`config.mk`:
```
export PLATFORM = sky130hd
export DESIGN_NAME = lutn_cfg_reg_flat
export DESIGN_NICKNAME = d
export VERILOG_FILES = /design/src/rtl/lutn_cfg_pkg.sv /design/src/rtl/lutn_cfg_if.sv /design/src/rtl/lutn_cfg_shift.sv /design/src/rtl/lutn_cfg_reg.sv /design/src/flat_wrapper.sv
export SDC_FILE = /design/constraint.sdc
export NUM_CORES = 1
export LEC_CHECK = 0
export CORE_ASPECT_RATIO = 1.25
export CORE_MARGIN = 5
export CORE_UTILIZATION = 30
export DETAILED_ROUTE_END_ITERATION = 8
export GPL_ROUTABILITY_DRIVEN = 0
export GPL_TIMING_DRIVEN = 1
export HOLD_SLACK_MARGIN = 0.15
export PLACE_DENSITY = 0.48
export SLEW_MARGIN = 20
export SYNTH_ARGS = -nofsm -noshare
export SYNTH_HDL_FRONTEND = slang
export SYNTH_SLANG_ARGS = --single-unit
```
`constraint.sdc`:
```
create_clock -name clk -period 1.5 [get_ports clk]
set_input_delay 0.225 -clock clk [delete_from_list [all_inputs] [get_ports clk]]
set_output_delay 0.225 -clock clk [all_outputs]
set_load 0.1 [all_outputs]
```
`src/rtl/lutn_cfg_pkg.sv`:
```
// Shared definitions for the reconfigurable LUT (lutn_cfg_reg).
//   - FSM state encodings (legacy localparam constants) and the state enum
//   - default reset truth table for the 3-input case
//   - tt_size(n): number of truth-table bits for an n-input LUT
// Optional feature macro: LUTN_CFG_PARITY_EN (PARITY state is only used when
// it is defined; the encoding is reserved either way).
package lutn_cfg_pkg;

  localparam logic [1:0] ST_IDLE   = 2'd0;
  localparam logic [1:0] ST_LOAD   = 2'd1;
  localparam logic [1:0] ST_PARITY = 2'd2;
  localparam logic [1:0] ST_COMMIT = 2'd3;

  typedef enum logic [1:0] {
    IDLE   = ST_IDLE,
    LOAD   = ST_LOAD,
    PARITY = ST_PARITY,
    COMMIT = ST_COMMIT
  } state_e;

  // 000->1, 001->1, 111->1, everything else 0.
  localparam logic [7:0] LUTN_DEFAULT_INIT = 8'h83;

  function automatic int tt_size(input int n);
    return 1 << n;
  endfunction

endpackage

```
`src/rtl/lutn_cfg_if.sv`:
```
// Serial truth-table load port of lutn_cfg_reg.
//   cfg_start : pulse, begins or restarts a load        (master -> slave)
//   cfg_valid : cfg_bit is valid                        (master -> slave)
//   cfg_bit   : serial table bit, index 0 first         (master -> slave)
//   cfg_ready : slave accepts a bit this cycle          (slave -> master)
//   cfg_done  : one-cycle pulse, new table committed    (slave -> master)
//   cfg_err   : one-cycle pulse, load rejected          (slave -> master)
//               present only with LUTN_CFG_PARITY_EN
interface lutn_cfg_if;

  logic cfg_start;
  logic cfg_valid;
  logic cfg_bit;
  logic cfg_ready;
  logic cfg_done;
`ifdef LUTN_CFG_PARITY_EN
  logic cfg_err;

  modport master (output cfg_start, cfg_valid, cfg_bit,
                  input  cfg_ready, cfg_done, cfg_err);
  modport slave  (input  cfg_start, cfg_valid, cfg_bit,
                  output cfg_ready, cfg_done, cfg_err);
`else
  modport master (output cfg_start, cfg_valid, cfg_bit,
                  input  cfg_ready, cfg_done);
  modport slave  (input  cfg_start, cfg_valid, cfg_bit,
                  output cfg_ready, cfg_done);
`endif

endinterface

```
`src/rtl/lutn_cfg_shift.sv`:
```
// Shadow shift register for a truth-table load.
//   clk, rst  : clock, synchronous active-high reset
//   clear     : drop any partial load (count, shadow, parity back to zero)
//   shift_en  : store cfg_bit at shadow[count] and advance count
//   cfg_bit   : incoming serial bit
//   shadow    : table being assembled
//   full      : the transfer happening this cycle completes the table
//   parity_ok : (LUTN_CFG_PARITY_EN only) cfg_bit taken as the parity bit
//               gives even parity over shadow plus that bit
module lutn_cfg_shift
  import lutn_cfg_pkg::*;
#(
  parameter int N = 3
) (
  input  logic                  clk,
  input  logic                  rst,
  input  logic                  clear,
  input  logic                  shift_en,
  input  logic                  cfg_bit,
  output logic [tt_size(N)-1:0] shadow,
`ifdef LUTN_CFG_PARITY_EN
  output logic                  parity_ok,
`endif
  output logic                  full
);

  localparam int SIZE = tt_size(N);
  localparam int CW   = $clog2(SIZE) + 1;

  logic [CW-1:0] count;
`ifdef LUTN_CFG_PARITY_EN
  logic          acc;
`endif

  // NOTE: sequential state uses non-blocking assignments so every register
  // samples pre-edge values regardless of statement order.
  always_ff @(posedge clk) begin
    if (rst || clear) begin
      count  <= '0;
      shadow <= '0;
`ifdef LUTN_CFG_PARITY_EN
      acc    <= 1'b0;
`endif
    end else if (shift_en) begin
      shadow[count[CW-2:0]] <= cfg_bit;
      count                 <= count + 1'b1;
`ifdef LUTN_CFG_PARITY_EN
      acc                   <= acc ^ cfg_bit;
`endif
    end
  end

  // Combinational so the FSM leaves LOAD on the same edge as the last bit.
  assign full = shift_en && (count == CW'(SIZE - 1));

`ifdef LUTN_CFG_PARITY_EN
  assign parity_ok = ~(acc ^ cfg_bit);
`endif

endmodule

```
`src/rtl/lutn_cfg_reg.sv`:
```
// Runtime-reconfigurable N-input LUT with registered output.
//   clk, rst : clock, synchronous active-high reset
//   I        : LUT select inputs (unsigned index into the table)
//   O        : registered LUT output, O <= table[I] every edge
//   cfg      : serial load port (lutn_cfg_if.slave); a full load is shifted
//              into a shadow and committed atomically.
// Optional feature macro: LUTN_CFG_PARITY_EN adds a trailing even-parity bit
// per load, the PARITY state and cfg_err; a bad load leaves the table as is.
module lutn_cfg_reg
  import lutn_cfg_pkg::*;
#(
  parameter int                    N    = 3,
  parameter logic [tt_size(N)-1:0] INIT = LUTN_DEFAULT_INIT
) (
  input  logic         clk,
  input  logic         rst,
  input  logic [N-1:0] I,
  output logic         O,
  lutn_cfg_if.slave    cfg
);

  localparam int SIZE = tt_size(N);

  state_e            state_q;
  logic [SIZE-1:0]   table_q;
  logic [SIZE-1:0]   shadow;
  logic              full;
  logic              ready;
  logic              xfer;
  logic              clear;
  logic              shift_en;
  logic              done_q;
`ifdef LUTN_CFG_PARITY_EN
  logic              parity_ok;
  logic              err_q;
`endif

  // cfg_ready is a pure state decode; it is the only unregistered output.
`ifdef LUTN_CFG_PARITY_EN
  assign ready = (state_q == LOAD) || (state_q == PARITY);
`else
  assign ready = (state_q == LOAD);
`endif

  // A start pulse takes priority over a bit offered in the same cycle.
  assign xfer     = cfg.cfg_valid && ready && !cfg.cfg_start;
  assign clear    = cfg.cfg_start && (state_q != COMMIT);
  assign shift_en = xfer && (state_q == LOAD);

  lutn_cfg_shift #(.N(N)) u_shift (
    .clk       (clk),
    .rst       (rst),
    .clear     (clear),
    .shift_en  (shift_en),
    .cfg_bit   (cfg.cfg_bit),
    .shadow    (shadow),
`ifdef LUTN_CFG_PARITY_EN
    .parity_ok (parity_ok),
`endif
    .full      (full)
  );

  always_ff @(posedge clk) begin
    if (rst) begin
      // The table is a register, not a RAM: reset restores INIT even after a
      // runtime table was committed.
      state_q <= IDLE;
      table_q <= INIT;
      O       <= 1'b0;
      done_q  <= 1'b0;
`ifdef LUTN_CFG_PARITY_EN
      err_q   <= 1'b0;
`endif
    end else begin
      // Lookup runs in every state; during COMMIT it still sees the old table.
      O      <= table_q[I];
      done_q <= 1'b0;
`ifdef LUTN_CFG_PARITY_EN
      err_q  <= 1'b0;
`endif
      case (state_q)
        IDLE: begin
          if (cfg.cfg_start) state_q <= LOAD;
        end
        LOAD: begin
          // A restart keeps us in LOAD; the shifter clears itself.
`ifdef LUTN_CFG_PARITY_EN
          if (full) state_q <= PARITY;
`else
          if (full) state_q <= COMMIT;
`endif
        end
`ifdef LUTN_CFG_PARITY_EN
        PARITY: begin
          if (cfg.cfg_start) begin
            state_q <= LOAD;
          end else if (xfer) begin
            if (parity_ok) begin
              state_q <= COMMIT;
            end else begin
              err_q   <= 1'b1;
              state_q <= IDLE;
            end
          end
        end
`endif
        COMMIT: begin
          table_q <= shadow;
          done_q  <= 1'b1;
          state_q <= IDLE;
        end
        default: state_q <= IDLE;
      endcase
    end
  end

  assign cfg.cfg_ready = ready;
  assign cfg.cfg_done  = done_q;
`ifdef LUTN_CFG_PARITY_EN
  assign cfg.cfg_err   = err_q;
`endif

endmodule
```
`src/flat_wrapper.sv`:
```
// flat-port wrapper written by rule: the top's interface ports become plain ports
module lutn_cfg_reg_flat import lutn_cfg_pkg::*;
#(
  parameter int                    N    = 3,
  parameter logic [tt_size(N)-1:0] INIT = LUTN_DEFAULT_INIT
)
  (clk, rst, I, O, cfg_cfg_start, cfg_cfg_valid, cfg_cfg_bit, cfg_cfg_ready, cfg_cfg_done);
  lutn_cfg_if cfg_i ();
  input  logic clk;
  input  logic rst;
  input  logic [N-1:0] I;
  output logic O;
  input wire logic [$bits(cfg_i.cfg_start)-1:0] cfg_cfg_start;
  input wire logic [$bits(cfg_i.cfg_valid)-1:0] cfg_cfg_valid;
  input wire logic [$bits(cfg_i.cfg_bit)-1:0] cfg_cfg_bit;
  output wire logic [$bits(cfg_i.cfg_ready)-1:0] cfg_cfg_ready;
  output wire logic [$bits(cfg_i.cfg_done)-1:0] cfg_cfg_done;
  assign cfg_i.cfg_start = cfg_cfg_start;
  assign cfg_i.cfg_valid = cfg_cfg_valid;
  assign cfg_i.cfg_bit = cfg_cfg_bit;
  assign cfg_cfg_ready = cfg_i.cfg_ready;
  assign cfg_cfg_done = cfg_i.cfg_done;
  lutn_cfg_reg #(.N(N), .INIT(INIT)) u_core (.clk(clk), .rst(rst), .I(I), .O(O), .cfg(cfg_i));
endmodule
```
**Word level (Yosys, flattened, before mapping)**

Cells that the tools add are included.

- Add/subtract/negate cells: 1
- Multiply operators: 0
- Div/mod/pow operators: 0
- $lt $le $gt $ge: 3
- Equality and inequality tests: 6
- Shifts and indexed selects: 0
- Muxes and demuxes: 9
- Bitwise gates (word level): 0
- Reductions and logical operators: 10

Operator list:

| kind | number |
|---|---|
| bitwise mux 8 bit | 1 |
| < comparator 3 x 4 -> 1 bit, second input constant | 2 |
| logical AND 1 bit | 6 |
| adder 4 x 1 -> 4 bit, second input constant | 1 |
| == test 4 x 3 -> 1 bit, second input constant | 1 |
| 2-to-1 mux 2 bit | 2 |
| != test 2 bit, second input constant | 2 |
| one-hot mux 2 bit (2 select lines) | 1 |
| binary-select mux 1 bit (select 3 bit) | 1 |
| demux 1 bit (select 3 bit) | 1 |
| >= comparator 3 x 1 -> 1 bit, second input constant | 1 |
| 2-to-1 mux 1 bit | 3 |
| == test 2 x 1 -> 1 bit, second input constant | 1 |
| == test 2 bit, second input constant | 1 |
| zero test 2 bit | 1 |
| != test 2 x 1 -> 1 bit, second input constant | 1 |
| AND reduction 2 bit | 1 |
| zero test 1 bit | 1 |
| logical OR 1 bit | 1 |

- Register bits after elaboration: 24
- Bits in latches: 0
- Bits in writable memories: 0
- ROM bits: 0
- Memories kept: 0

**Depth between registers and ports, before layout**

Gate-level depths: netlist of run 1.

- Depth after elaboration: 7
- Depth in mapped cells: 5

**Hierarchy**

A second synthesis of run 1 with hierarchy kept.

- Cells, all modules: 111
- Area total of the unflattened synthesis: 1107.3 um2

Modules (own cells, without submodules):

| module | times used | cells an instance | area each (um2) | sequential area each (um2) |
|---|---|---|---|---|
| lutn_cfg_shift | 1 | 56 | 624.3 | 240.2 |
| lutn_cfg_reg | 1 | 55 | 483.0 | 240.2 |

**Worst setup path after synthesis of run 1**

OpenSTA, ideal clock, no wires.

- Path type: register to register
- From: reg u_core.state_q[0]
- To: reg u_core.state_q[1]
- Setup time: 0.068 ns
- Data arrival time: 2.125 ns
- Path slack: -0.693 ns
- Cell stages (with the launch flop): 3
- Buffers on the path: 0
- Clock period less this slack: 2.193 ns
- Cells stage by stage: dfxtp_1 -> nor2b_1 -> and4_1

- Cells in the longest elaborated chain, start to end: 7

RTL lines:

| what | RTL line | RTL |
|---|---|---|
| start, declared | lutn_cfg_reg.sv:24 | `state_e state_q;` |
| start signal, assigned | lutn_cfg_reg.sv:67 | `state_q <= IDLE;` |
| start signal, assigned | lutn_cfg_reg.sv:83 | `if (cfg.cfg_start) state_q <= LOAD;` |
| start signal, assigned | lutn_cfg_reg.sv:90 | `if (full) state_q <= COMMIT;` |
| == test 2 x 1 -> 1 bit (*) | lutn_cfg_reg.sv:42 | `assign ready = (state_q == LOAD);` |
| named net cfg_cfg_ready | flat_wrapper.sv:16 | `output wire logic [$bits(cfg_i.cfg_ready)-1:0] cfg_cfg_ready;` |
| logical AND 1 bit (2 in series) | lutn_cfg_reg.sv:46 | `assign xfer = cfg.cfg_valid && ready && !cfg.cfg_start;` |
| logical AND 1 bit | lutn_cfg_reg.sv:48 | `assign shift_en = xfer && (state_q == LOAD);` |
| logical AND 1 bit | lutn_cfg_shift.sv:54 | `assign full = shift_en && (count == CW'(SIZE - 1));` |
| != test 2 x 1 -> 1 bit (no source line) | n/a |  |
| AND reduction 2 bit (no source line) | n/a |  |

The timed path passes the listed nets; every way through them passes the cells marked *.
A chain may end at the register's enable or synchronous reset.

**Worst setup path in the final report of run 1**

- From: reg u_core.u_shift.count[1]
- To: reg u_core.u_shift.count[2]

- Cells in the longest elaborated chain, start to end: 1

RTL lines:

| what | RTL line | RTL |
|---|---|---|
| start, declared | lutn_cfg_shift.sv:30 | `logic [CW-1:0] count;` |
| start signal, assigned | lutn_cfg_shift.sv:46 | `count <= count + 1'b1;` |
| adder 4 x 1 -> 4 bit | lutn_cfg_shift.sv:46 |  |

No other way between the ends.

==> reports/qor.yml, run 1 <==
yosys:
  synth_simple_gate_area_share_pct: 26.86
  ys_types: 32
  synth_top_family_by_area: "simple AND/OR/NAND/NOR gates"
  yosysWarnings: 0
  syn_inst: 117
  synth_compound_area_share_pct: 9.349
  syn_area_sq_um: 1057
  synth_fa_ha_area_share_pct: 1.183
  synth_xor_area_share_pct: 0.8284
  avgSynthCellArea_sq_um: 9.036
  syn-num-nets: 126
  synthMuxAreaShare_pct: 10.77
  yosysSeqAreaShare_pct: 45.44
  ys_seq_elements: 24
sta:
  finalMaxSlewViolations: 0
  fin_hold_ws_ns: 0.4565
  min_period_ns: 1.306
  maxSlewHeadroom_pct: 79.92
  fin_ws_ns: 0.1942
  hold_violations: 0
  max_freq_mhz: 765.8
  period_share_pct: 87.05
  worstMarginPinSlew_ns: 0.3007
  skew_ns: 0.003378
  setup_viol: 0
  grt_setup_unrepaired: "no"
clock_tree:
  clock_latency_ns: 0.27
  cts_resized: 0
  root_buffer: "clkbuf_8"
  cts_made_buffers: 3
  cts_tree: "done"
  cts_buffer_depth: 2
  postCtsHoldBufs: 0
  post_cts_buffers: 0
  cts_sinks: 24
  cts_max_level: 1
  path_clk_slew_ns: 0.09
place:
  place_worst_setup_slack_ns: -0.06442
  place_area_sq_um: 1305
  dp_hpwl_microns: 1753
  io_buffers: 10
global_route:
  antenna_found_initial: 0
  grt_pass1_vias: 909
  grt_max_degree: 15
  grt_pass1_wl_microns: 4057
  grt_use_total_pct: 10.26
  grt-ovfl-total: 0
min_path:
  whs_path_depth: 2
  hold_path.class: "reg -> reg"
route:
  met1_length_microns: 1069
  drt_wl_total_microns: 2281
  drtIter0Drc: 34
  vias_per_cell: 4.886
  wire_per_inst_microns: 13.03
  dr_wl_met2_microns: 1127
  drc_errors: 0
  dr_wl_met3_microns: 63
  top_layer: "met4"
  drt_first_pass_iters: 4
  vias: 855
  ant_nets: 0
finish:
  final_area_sq_um: 1376
  nNetsFinal: 146
  areaGrowthSynthToFinish_pct: 30.18
  drive_gt1_share_pct: 19.12
  antenna_cells: 0
critical_path:
  cp_cell_sequence: "ha_1, inv_1, or3_1, a21oi_1"
  crit_arrival_ns: 1.51
  required_ns: 1.71
  cp_max_fo: 10
  critPathSlowestCell: "dfxtp_1"
  critPathKind: "reg -> reg"
  cp-start-kind: "register"
  end_kind: "register"
  reg2regPathDepth: 4
  max_stage_delay_ns: 0.50
power:
  leakage_nw: 0.5532
  powerDensity_nw_per_um2: 989.2
  vdd_drop_max_uv: 498.0
  totalPowerFinal_mw: 1.361
die:
  die_w_microns: 63.10
  start_util_pct: 30.62
  die_y_microns: 76.37
  io_pins: 11
  die_area_sq_um: 4819
  coreArea_sq_um: 3453
  rows: 24
run_status:
  status: "finished, final reports clean"
job:
  drv_cap: 0
[state kept, by name (all words and copies together) (netlist names)]
register,flops
u_core.O,1
u_core.state_q,2
u_core.table_q,8
u_core.u_shift.count,4
u_core.cfg.cfg_done,1
u_core.u_shift.shadow,8
[layout by cell type, fill, tap and decap left out, types with 2 or more instances in the layout]
| cell | instances |
|---|---|
| clkdlybuf4s50_1 | 7 |
| nand3_1 | 13 |
| o2111ai_1 | 2 |
| dfxtp_1 | 24 |
| a21oi_1 | 7 |
| inv_1 | 3 |
| nand2_1 | 20 |
| buf_12 | 3 |
| clkbuf_8 | 3 |
| o31ai_1 | 3 |
| or3_1 | 2 |
| mux2i_1 | 8 |
| nand4b_1 | 3 |
| buf_4 | 14 |
| nor2_1 | 5 |
[worst max-delay path: cells and delay by family (launching register included)]
| kind | cells | cell delay [ns] |
|---|---|---|
| buffers and inverters | 1 | 0.05 |
| DFF | 1 | 0.50 |
| adders and majority gates | 1 | 0.23 |
| and+or+nand+nor | 1 | 0.34 |
| AOI/OAI and AO/OA | 1 | 0.13 |
[worst paths after layout]
check	slack [ns]	endpoint	start
worst max-delay path	0.19	u_core.u_shift.count[2]	u_core.u_shift.count[1]
worst min-delay path	0.46	u_core.table_q[3]	u_core.table_q[3]
worst max register to register	0.19	u_core.u_shift.count[2]	u_core.u_shift.count[1]
worst min register to register	0.46	u_core.table_q[3]	u_core.table_q[3]
[kinds of logic (layout without fill, tap and decap cells)]
kind of cell,after synthesis,after routing
and+or+nand+nor,53,53
DFF,24,24
AOI/OAI and AO/OA,15,15
buffers and inverters,13,32
adders and majority gates,1,1
muxes,10,10
xor gates and xnor gates,1,1
[area by class of cell]
type	instances	area (sq um)
Fill cell	360	2077
Sequential cell	24	480.5
Clock buffer	3	41.29
Timing Repair Buffer	24	235.2
Inverter	4	15.01
Multi-Input combinational cell	80	525.5
Clock inverter	1	30.03
Tap cell	39	48.80
[through the flow]
stage                     TNS, ns  cells  utilization [%]
after global placement    -0.2380    171            37.79
after CTS                       0    175            39.86
final                           0    175            39.86
after floorplan                 0    117                -
after detailed placement  -0.4246    171            37.79
after global routing            0    175            39.86
[where the power goes]
part / switching (mW) / internal, mW / total [mW]
registers: 0.00516 / 0.642 / 0.647
logic: 0.0748 / 0.0684 / 0.143
clock network: 0.215 / 0.357 / 0.572
[synthesized netlist by cell type]
cell type / n / area share [%]
a21bo_2: 1 / 0.95
a21oi_1: 7 / 3.3
a311oi_1: 1 / 0.83
and2_1: 1 / 0.59
and3_1: 1 / 0.59
and4_1: 1 / 0.83
and4bb_1: 1 / 1.2
buf_2: 5 / 2.4
buf_4: 1 / 0.71
clkbuf_1: 3 / 1.1
clkinv_1: 1 / 0.35
dfxtp_1: 24 / 45
ha_1: 1 / 1.2
inv_1: 3 / 1.1
mux2_2: 1 / 1.1
mux2i_1: 8 / 7.6
mux4_2: 1 / 2.1
nand2_1: 20 / 7.1
nand3_1: 13 / 6.2
nand4_1: 1 / 0.59
nand4b_1: 3 / 2.5
nand4bb_1: 1 / 1.1
nor2_1: 5 / 1.8
nor2b_1: 1 / 0.59
nor3_1: 1 / 0.47
nor4b_2: 1 / 1.4
o2111ai_1: 2 / 1.7
o21ai_0: 1 / 0.47
o31ai_1: 3 / 2.1
or3_1: 2 / 1.2
or3b_1: 1 / 0.83
xnor2_1: 1 / 0.83
[routing by layer]
metal  up-vias  global-route usage [%]
li1        450                       -
met4         0                   4.883
met2         5                   16.94
met3         2                   3.097
met5         -                       0
met1       398                   11.88
No activity file was read; power rests on OpenSTA's default activity.
==> run 2: changes to the inputs <==
--- a/config.mk
+++ b/config.mk
@@ -12,8 +12,9 @@
 export GPL_ROUTABILITY_DRIVEN = 0
 export GPL_TIMING_DRIVEN = 1
 export HOLD_SLACK_MARGIN = 0.15
-export PLACE_DENSITY = 0.48
+export PLACE_DENSITY = 0.47
 export SLEW_MARGIN = 20
 export SYNTH_ARGS = -nofsm -noshare
 export SYNTH_HDL_FRONTEND = slang
+export SYNTH_HIERARCHICAL = 1
 export SYNTH_SLANG_ARGS = --single-unit
==> reports/qor.yml, run 2 <==
finish:
  layout_commonest_cell: "dfxtp_1"
  areaGrowthSynthToFinish_pct: 26.78
  reg_top3: "u_core/table_q (8), u_core/u_shift/shadow (8), u_core/u_shift/count (4)"
  antenna_cells: 0  # unchanged
  nFillCells: 372  # +3.3%
  final_cells: 167  # -4.6%
  final_util_pct: 39.62  # -0.24 points
  final_cell_mix: "dfxtp_1, nand2_1, buf_4, mux2i_1"
  regArea_sq_um: 485.5  # +1.0%
  drive_gt1_share_pct: 21.88  # +2.8 points
  multi_input_area_sq_um: 604.3  # +15%
  nNetsFinal: 139  # -4.8%
route:
  vias: 818  # -4.3%
  drt_wl_total_microns: 2185  # -4.2%
  wire_per_inst_microns: 13.08  # +0.38%
  drt_first_pass_iters: 4  # unchanged
  ant_nets: 0  # unchanged
  drc_errors: 0  # unchanged
  vias_per_cell: 4.898  # +0.26%
  drtIter0Drc: 11  # -68%
critical_path:
  cp_max_fo: 6  # -4
  critPathKind: "reg -> reg"
  critPathSlowestCell: "dfxtp_4"
  max_stage_delay_ns: 0.38  # -0.12 ns
  crit_buf_inv: 1  # unchanged
  crit_arrival_ns: 1.58  # +0.07 ns
  end_kind: "register"
  cp-start-kind: "register"
  critPathTopFamily: "simple AND/OR/NAND/NOR gates"
  cp_cell_sequence: "nand2_1, and2_1, buf_4, or3b_1, mux2i_1"
  required_ns: 1.68  # -0.03 ns
power:
  leakage_nw: 0.5781  # +4.5%
  vdd_drop_max_uv: 266.6  # -46%
  pwr-share-comb_pct: 11.9  # +1.4 points
  p_switching_uw: 257.3  # -13%
  powerDensity_nw_per_um2: 815.2  # -18%
  sw_frac_of_total_pct: 22.49  # +0.83 points
  p_int_uw: 887.1  # -17%
  power_frac_seq_pct: 56.4  # +8.9 points
  clkPwrFrac_pct: 31.7  # -10 points
min_path:
  hold_path.class: "reg -> reg"
die:
  start_util_pct: 31.25  # +0.63 points
  coreArea_sq_um: 3543  # +2.6%
  die_y_microns: 77.93  # +2.0%
  io_pins: 11  # unchanged
  rows: 24  # unchanged
  die_area_sq_um: 5014  # +4.0%
  die_w_microns: 64.34  # +2.0%
yosys:
  syn-num-nets: 120  # -4.8%
  postSynth.asyncResetShare_pct: 0  # unchanged
  synth.area.top_cells: "dfxtp_1, mux2i_1, or3b_1, nand2_1, and4bb_1"
  ys_types: 30  # -6.3%
  avgSynthCellArea_sq_um: 9.976  # +10%
  ys_seq_elements: 24  # unchanged
  syn_inst: 111  # -5.1%
  synth_top_area_cell: "dfxtp_1"
  yosysWarnings: 6  # +6
  yosys-top-cells-count: "dfxtp_1, nand2_1, mux2i_1"
  ys.flop_type: "dfxtp_1"
  synth_top_area_share_pct: 43.39  # -2.1 points
  syn_area_sq_um: 1107  # +4.7%
  synth_most_common_cell: "dfxtp_1"
  yosysSeqAreaShare_pct: 43.39  # -2.1 points
  synth_edf_count: 0  # unchanged
place:
  placed_cells: 164  # -4.1%
  io_buffers: 10  # unchanged
  dp_hpwl_microns: 1697  # -3.2%
job:
  drv_cap: 0  # unchanged
sta:
  period_share_pct: 93.25  # +6.2 points
  worstMarginPinSlew_ns: 0.3950  # +0.09431 ns
  maxSlewHeadroom_pct: 73.63  # -6.3 points
  skew_ns: 0.007088  # +0.003709 ns
  max_freq_mhz: 714.9  # -6.6%
  grt_setup_unrepaired: "no"
  finalMaxSlewViolations: 0  # unchanged
  setup_viol: 0  # unchanged
  hold_violations: 0  # unchanged
  min_period_ns: 1.399  # +0.09301 ns
clock_tree:
  cts_tree: "done"
  post_cts_buffers: 0  # unchanged
  root_buffer: "clkbuf_8"
  cts_made_buffers: 3  # unchanged
  cts_max_level: 1  # unchanged
  postCtsHoldBufs: 0  # unchanged
  path_clk_slew_ns: 0.08  # about the same
  clock_latency_ns: 0.26  # about the same
  cts_buffer_depth: 2  # unchanged
  cts_resized: 1  # +1
  cts_sinks: 24  # unchanged
global_route:
  grt_pass1_wl_microns: 3905  # -3.7%
  antenna_found_initial: 0  # unchanged
  grt_max_degree: 13  # -2
  grt_pass1_vias: 820  # -9.8%
  grt_use_total_pct: 9.860  # -0.40 points
  grt-ovfl-total: 0  # unchanged
run_status:
  status: "finished, final reports clean"
run 2: cell count changes after synthesis, moves of 3 or more:
cell      before  now
nand2_1       20   17
or3b_1         1    8
mux2i_1        8   11
o31ai_1        3    0
nand3_1       13    0
nand3b_1       0    4
run 2: per-stage QoR:
step | hold slack (ns) | setup TNS (ns) | instance area, sq um | setup WS, ns | total power, mW
floorplan | 0.3375 | -2.069 | 1132 | -0.3161 | 0.7338
global placement | 0.4359 | -1.110 | 1356 | -0.1251 | 0.7975
detailed placement | 0.4381 | -1.246 | 1356 | -0.1618 | 0.7989
CTS | 0.4512 | 0 | 1400 | 0.002253 | 1.167
global route | 0.4712 | 0 | 1404 | 0.004586 | 1.192
finish | 0.4491 | 0 | 1404 | 0.1012 | 1.144
run 2: worst min-delay path: cells and delay by family, from the launching register on:
| kind | cells | cell delay, ns |
|---|---|---|
| simple gates | 1 | 0.05 |
| flops | 1 | 0.31 |
| compound gates | 1 | 0.05 |
run 2: path summary, 6_finish.rpt:
check	from	endpoint	slack, ns	cells after the start
hold reg to reg	u_core/u_shift/shadow[6]	u_core/table_q[6]	0.45	2
hold / removal	u_core/u_shift/shadow[6]	u_core/table_q[6]	0.45	2
setup reg to reg	u_core/state_q[1]	u_core/u_shift/shadow[2]	0.10	5
setup / recovery	u_core/state_q[1]	u_core/u_shift/shadow[2]	0.10	5
run 2: cell families after synthesis:
family                     after synthesis  share of synthesized area [%]
buffers and inverters                    9                          4.068
AOI/OAI and AO/OA                        9                          5.085
adders and majority gates                1                          1.130
xor gates and xnor gates                 1                         0.7911
DFF                                     24                          43.39
muxes                                   13                          13.33
and+or+nand+nor                         54                          32.21
run 2: final cells by class:
type | instances | share of cell area (%)
repair buffers | 22 | 15.69
inverters | 1 | 0.2674
multi-input cells | 78 | 43.05
flip-flops and latches | 24 | 34.58
clock buffers | 3 | 2.941
well taps | 39 | 3.476
run 2: power by group through the flow:
stage	clock, mW	combinational [mW]	sequential [mW]
after floorplan	0	0.0582	0.676
final	0.363	0.136	0.646
after CTS	0.382	0.138	0.647
after global placement	0	0.135	0.662
after global routing	0.398	0.147	0.647
after detailed placement	0	0.136	0.662
run 2: per-layer routing:
metal  global-route usage (%)  wire length, microns
met3                    2.312                    70
met4                    3.805                    20
met2                    16.84                  1103
met1                    11.86                   991
met5                        0                     0
==> run 3: changes to the inputs <==
--- a/config.mk
+++ b/config.mk
@@ -9,9 +9,9 @@
 export CORE_MARGIN = 5
 export CORE_UTILIZATION = 30
 export DETAILED_ROUTE_END_ITERATION = 8
-export GPL_ROUTABILITY_DRIVEN = 0
 export GPL_TIMING_DRIVEN = 1
 export HOLD_SLACK_MARGIN = 0.15
+export MAX_ROUTING_LAYER = met4
 export PLACE_DENSITY = 0.47
 export SLEW_MARGIN = 20
 export SYNTH_ARGS = -nofsm -noshare
==> constraint.sdc (replaced) <==
create_clock -name clk -period 1.5 [get_ports clk]
set_input_delay 0.3 -clock clk [delete_from_list [all_inputs] [get_ports clk]]
set_output_delay 0.3 -clock clk [all_outputs]
set_load 0.1 [all_outputs]
==> reports/qor.yml, run 3 (same netlist as run 2, synthesis figures left out) <==
critical_path:
  cp_cell_sequence: "clkdlybuf4s50_1, and2_1, buf_4, or3b_1, mux2i_1"
  end_kind: "register"
  cp_max_fo: 6  # unchanged
  required_ns: 1.70  # +0.02 ns
  critPathSlowestCell: "clkdlybuf4s50_1"
  crit_buf_inv: 2  # +1
  max_stage_delay_ns: 0.43  # +0.05 ns
  crit_arrival_ns: 1.59  # about the same
  critPathTopFamily: "buffers and inverters"
  cp-start-kind: "input port"
  critPathKind: "in -> reg"
sta:
  period_share_pct: 93.23  # about the same
  skew_ns: 0.005589  # -0.001499 ns
  max_freq_mhz: 715.1  # about the same
  worstMarginPinSlew_ns: 0.3952  # +0.0001415 ns
  finalSetupTns_ns: 0  # unchanged
  hold_violations: 0  # unchanged
  grt_setup_unrepaired: "no"
  min_period_ns: 1.398  # -0.0003640 ns
  finalMaxSlewViolations: 0  # unchanged
  setup_viol: 0  # unchanged
  fin_hold_ws_ns: 0.4508  # +0.001715 ns
  maxSlewHeadroom_pct: 73.62  # about the same
finish:
  antenna_cells: 0  # unchanged
  areaGrowthSynthToFinish_pct: 27.46
  final_area_sq_um: 1411  # +0.53%
  multi_input_area_sq_um: 604.3  # unchanged
  reg_top3: "u_core/table_q (8), u_core/u_shift/shadow (8), u_core/u_shift/count (4)"
  nFillCells: 362  # -2.7%
  regArea_sq_um: 485.5  # unchanged
  nNetsFinal: 140  # +0.72%
  final_cell_mix: "dfxtp_1, nand2_1, buf_4, mux2i_1"
  layout_commonest_cell: "dfxtp_1"
  final_util_pct: 39.83  # +0.21 points
  drive_gt1_share_pct: 22.48  # +0.61 points
route:
  drt_first_pass_iters: 4  # unchanged
  ant_nets: 0  # unchanged
  vias: 814  # -0.49%
  drt_wl_total_microns: 2237  # +2.4%
  drc_errors: 0  # unchanged
  drtIter0Drc: 20  # +9
  wire_per_inst_microns: 13.32  # +1.8%
  vias_per_cell: 4.845  # -1.1%
place:
  place_congestion: 0.6671
  io_buffers: 10  # unchanged
  place_area_sq_um: 1364  # +0.55%
  dp_hpwl_microns: 1744  # +2.8%
clock_tree:
  cts_sinks: 24  # unchanged
  cts_tree: "done"
  root_buffer: "clkbuf_8"
  cts_made_buffers: 3  # unchanged
  path_clk_slew_ns: 0.08  # about the same
  cts_buffer_depth: 2  # unchanged
  clock_latency_ns: 0.26  # about the same
  cts_max_level: 1  # unchanged
die:
  start_util_pct: 31.25  # unchanged
  die_y_microns: 77.93  # unchanged
  io_pins: 11  # unchanged
  die_area_sq_um: 5014  # unchanged
  die_w_microns: 64.34  # unchanged
  rows: 24  # unchanged
  coreArea_sq_um: 3543  # unchanged
global_route:
  grt_max_degree: 13  # unchanged
  grt_pass1_wl_microns: 4015  # +2.8%
  grt_pass1_vias: 838  # +2.2%
  grt_use_total_pct: 10.46  # +0.60 points
  antenna_found_initial: 0  # unchanged
  grt-ovfl-total: 0  # unchanged
job:
  drv_cap: 0  # unchanged
power:
  vdd_drop_max_uv: 288.0  # +8.0%
  powerDensity_nw_per_um2: 820.2  # +0.61%
  leakage_nw: 0.5829  # +0.83%
  totalPowerFinal_mw: 1.158  # +1.1%
min_path:
  hold_path.class: "reg -> reg"
run_status:
  status: "finished, final reports clean"
[run 3: through the flow]
stage | std cells | setup WS (ns)
2_1_floorplan | 111 | -0.3161
3_3_place_gp | 165 | -0.2048
3_5_place_dp | 165 | -0.2334
4_1_cts | 168 | 0.03712
5_1_grt | 168 | 0.01973
6_report | 168 | 0.1016
[run 3: timing repair]
action | in CTS | in global routing
hold buffers | 0 | 0
hold endpoints to repair | 0 | 0
buffers inserted | 0 | 0
resized for setup | 1 | 2
setup endpoints to repair | 2 | 7
[run 3: final timing paths]
kind / from / to / slack [ns] / cells past startpoint
max: cfg_cfg_start / u_core/u_shift/shadow[1] / 0.10 / 5
max reg2reg: u_core/state_q[1] / u_core/u_shift/shadow[1] / 0.13 / 5
min reg2reg: u_core/u_shift/shadow[6] / u_core/table_q[6] / 0.45 / 2
min: u_core/u_shift/shadow[6] / u_core/table_q[6] / 0.45 / 2
[run 3: cell type report]
class	count	area share, %
Clock buffer	3	2.926
Inverter	1	0.2660
Multi-Input combinational cell	78	42.82
Sequential cell	24	34.40
Tap cell	39	3.457
Timing Repair Buffer	23	16.13
[run 3: routing by layer]
metal / vias up / track usage [%] / part of all wire, %
met1: 377 / 12.85 / 46
met3: 2 / 2.023 / 2.5
li1: 429 / - / -
met4: 0 / 3.805 / 0.63
met5: - / - / 0
met2: 6 / 16.94 / 51
[run 3: worst register-to-register path: stages (launching register included)]
cell and delay [ns]:
dfxtp_4 0.38, nand2_1 0.06, and2_1 0.20, buf_4 0.17, or3b_1 0.38, mux2i_1 0.13
[run 3: power by group]
part	total [mW]	internal [mW]	leakage (nW)	switching (mW)
clock network	0.374	0.179	0.0216	0.195
logic	0.138	0.0697	0.366	0.0682
registers	0.645	0.640	0.195	0.00543
total	1.16	0.889	0.583	0.269
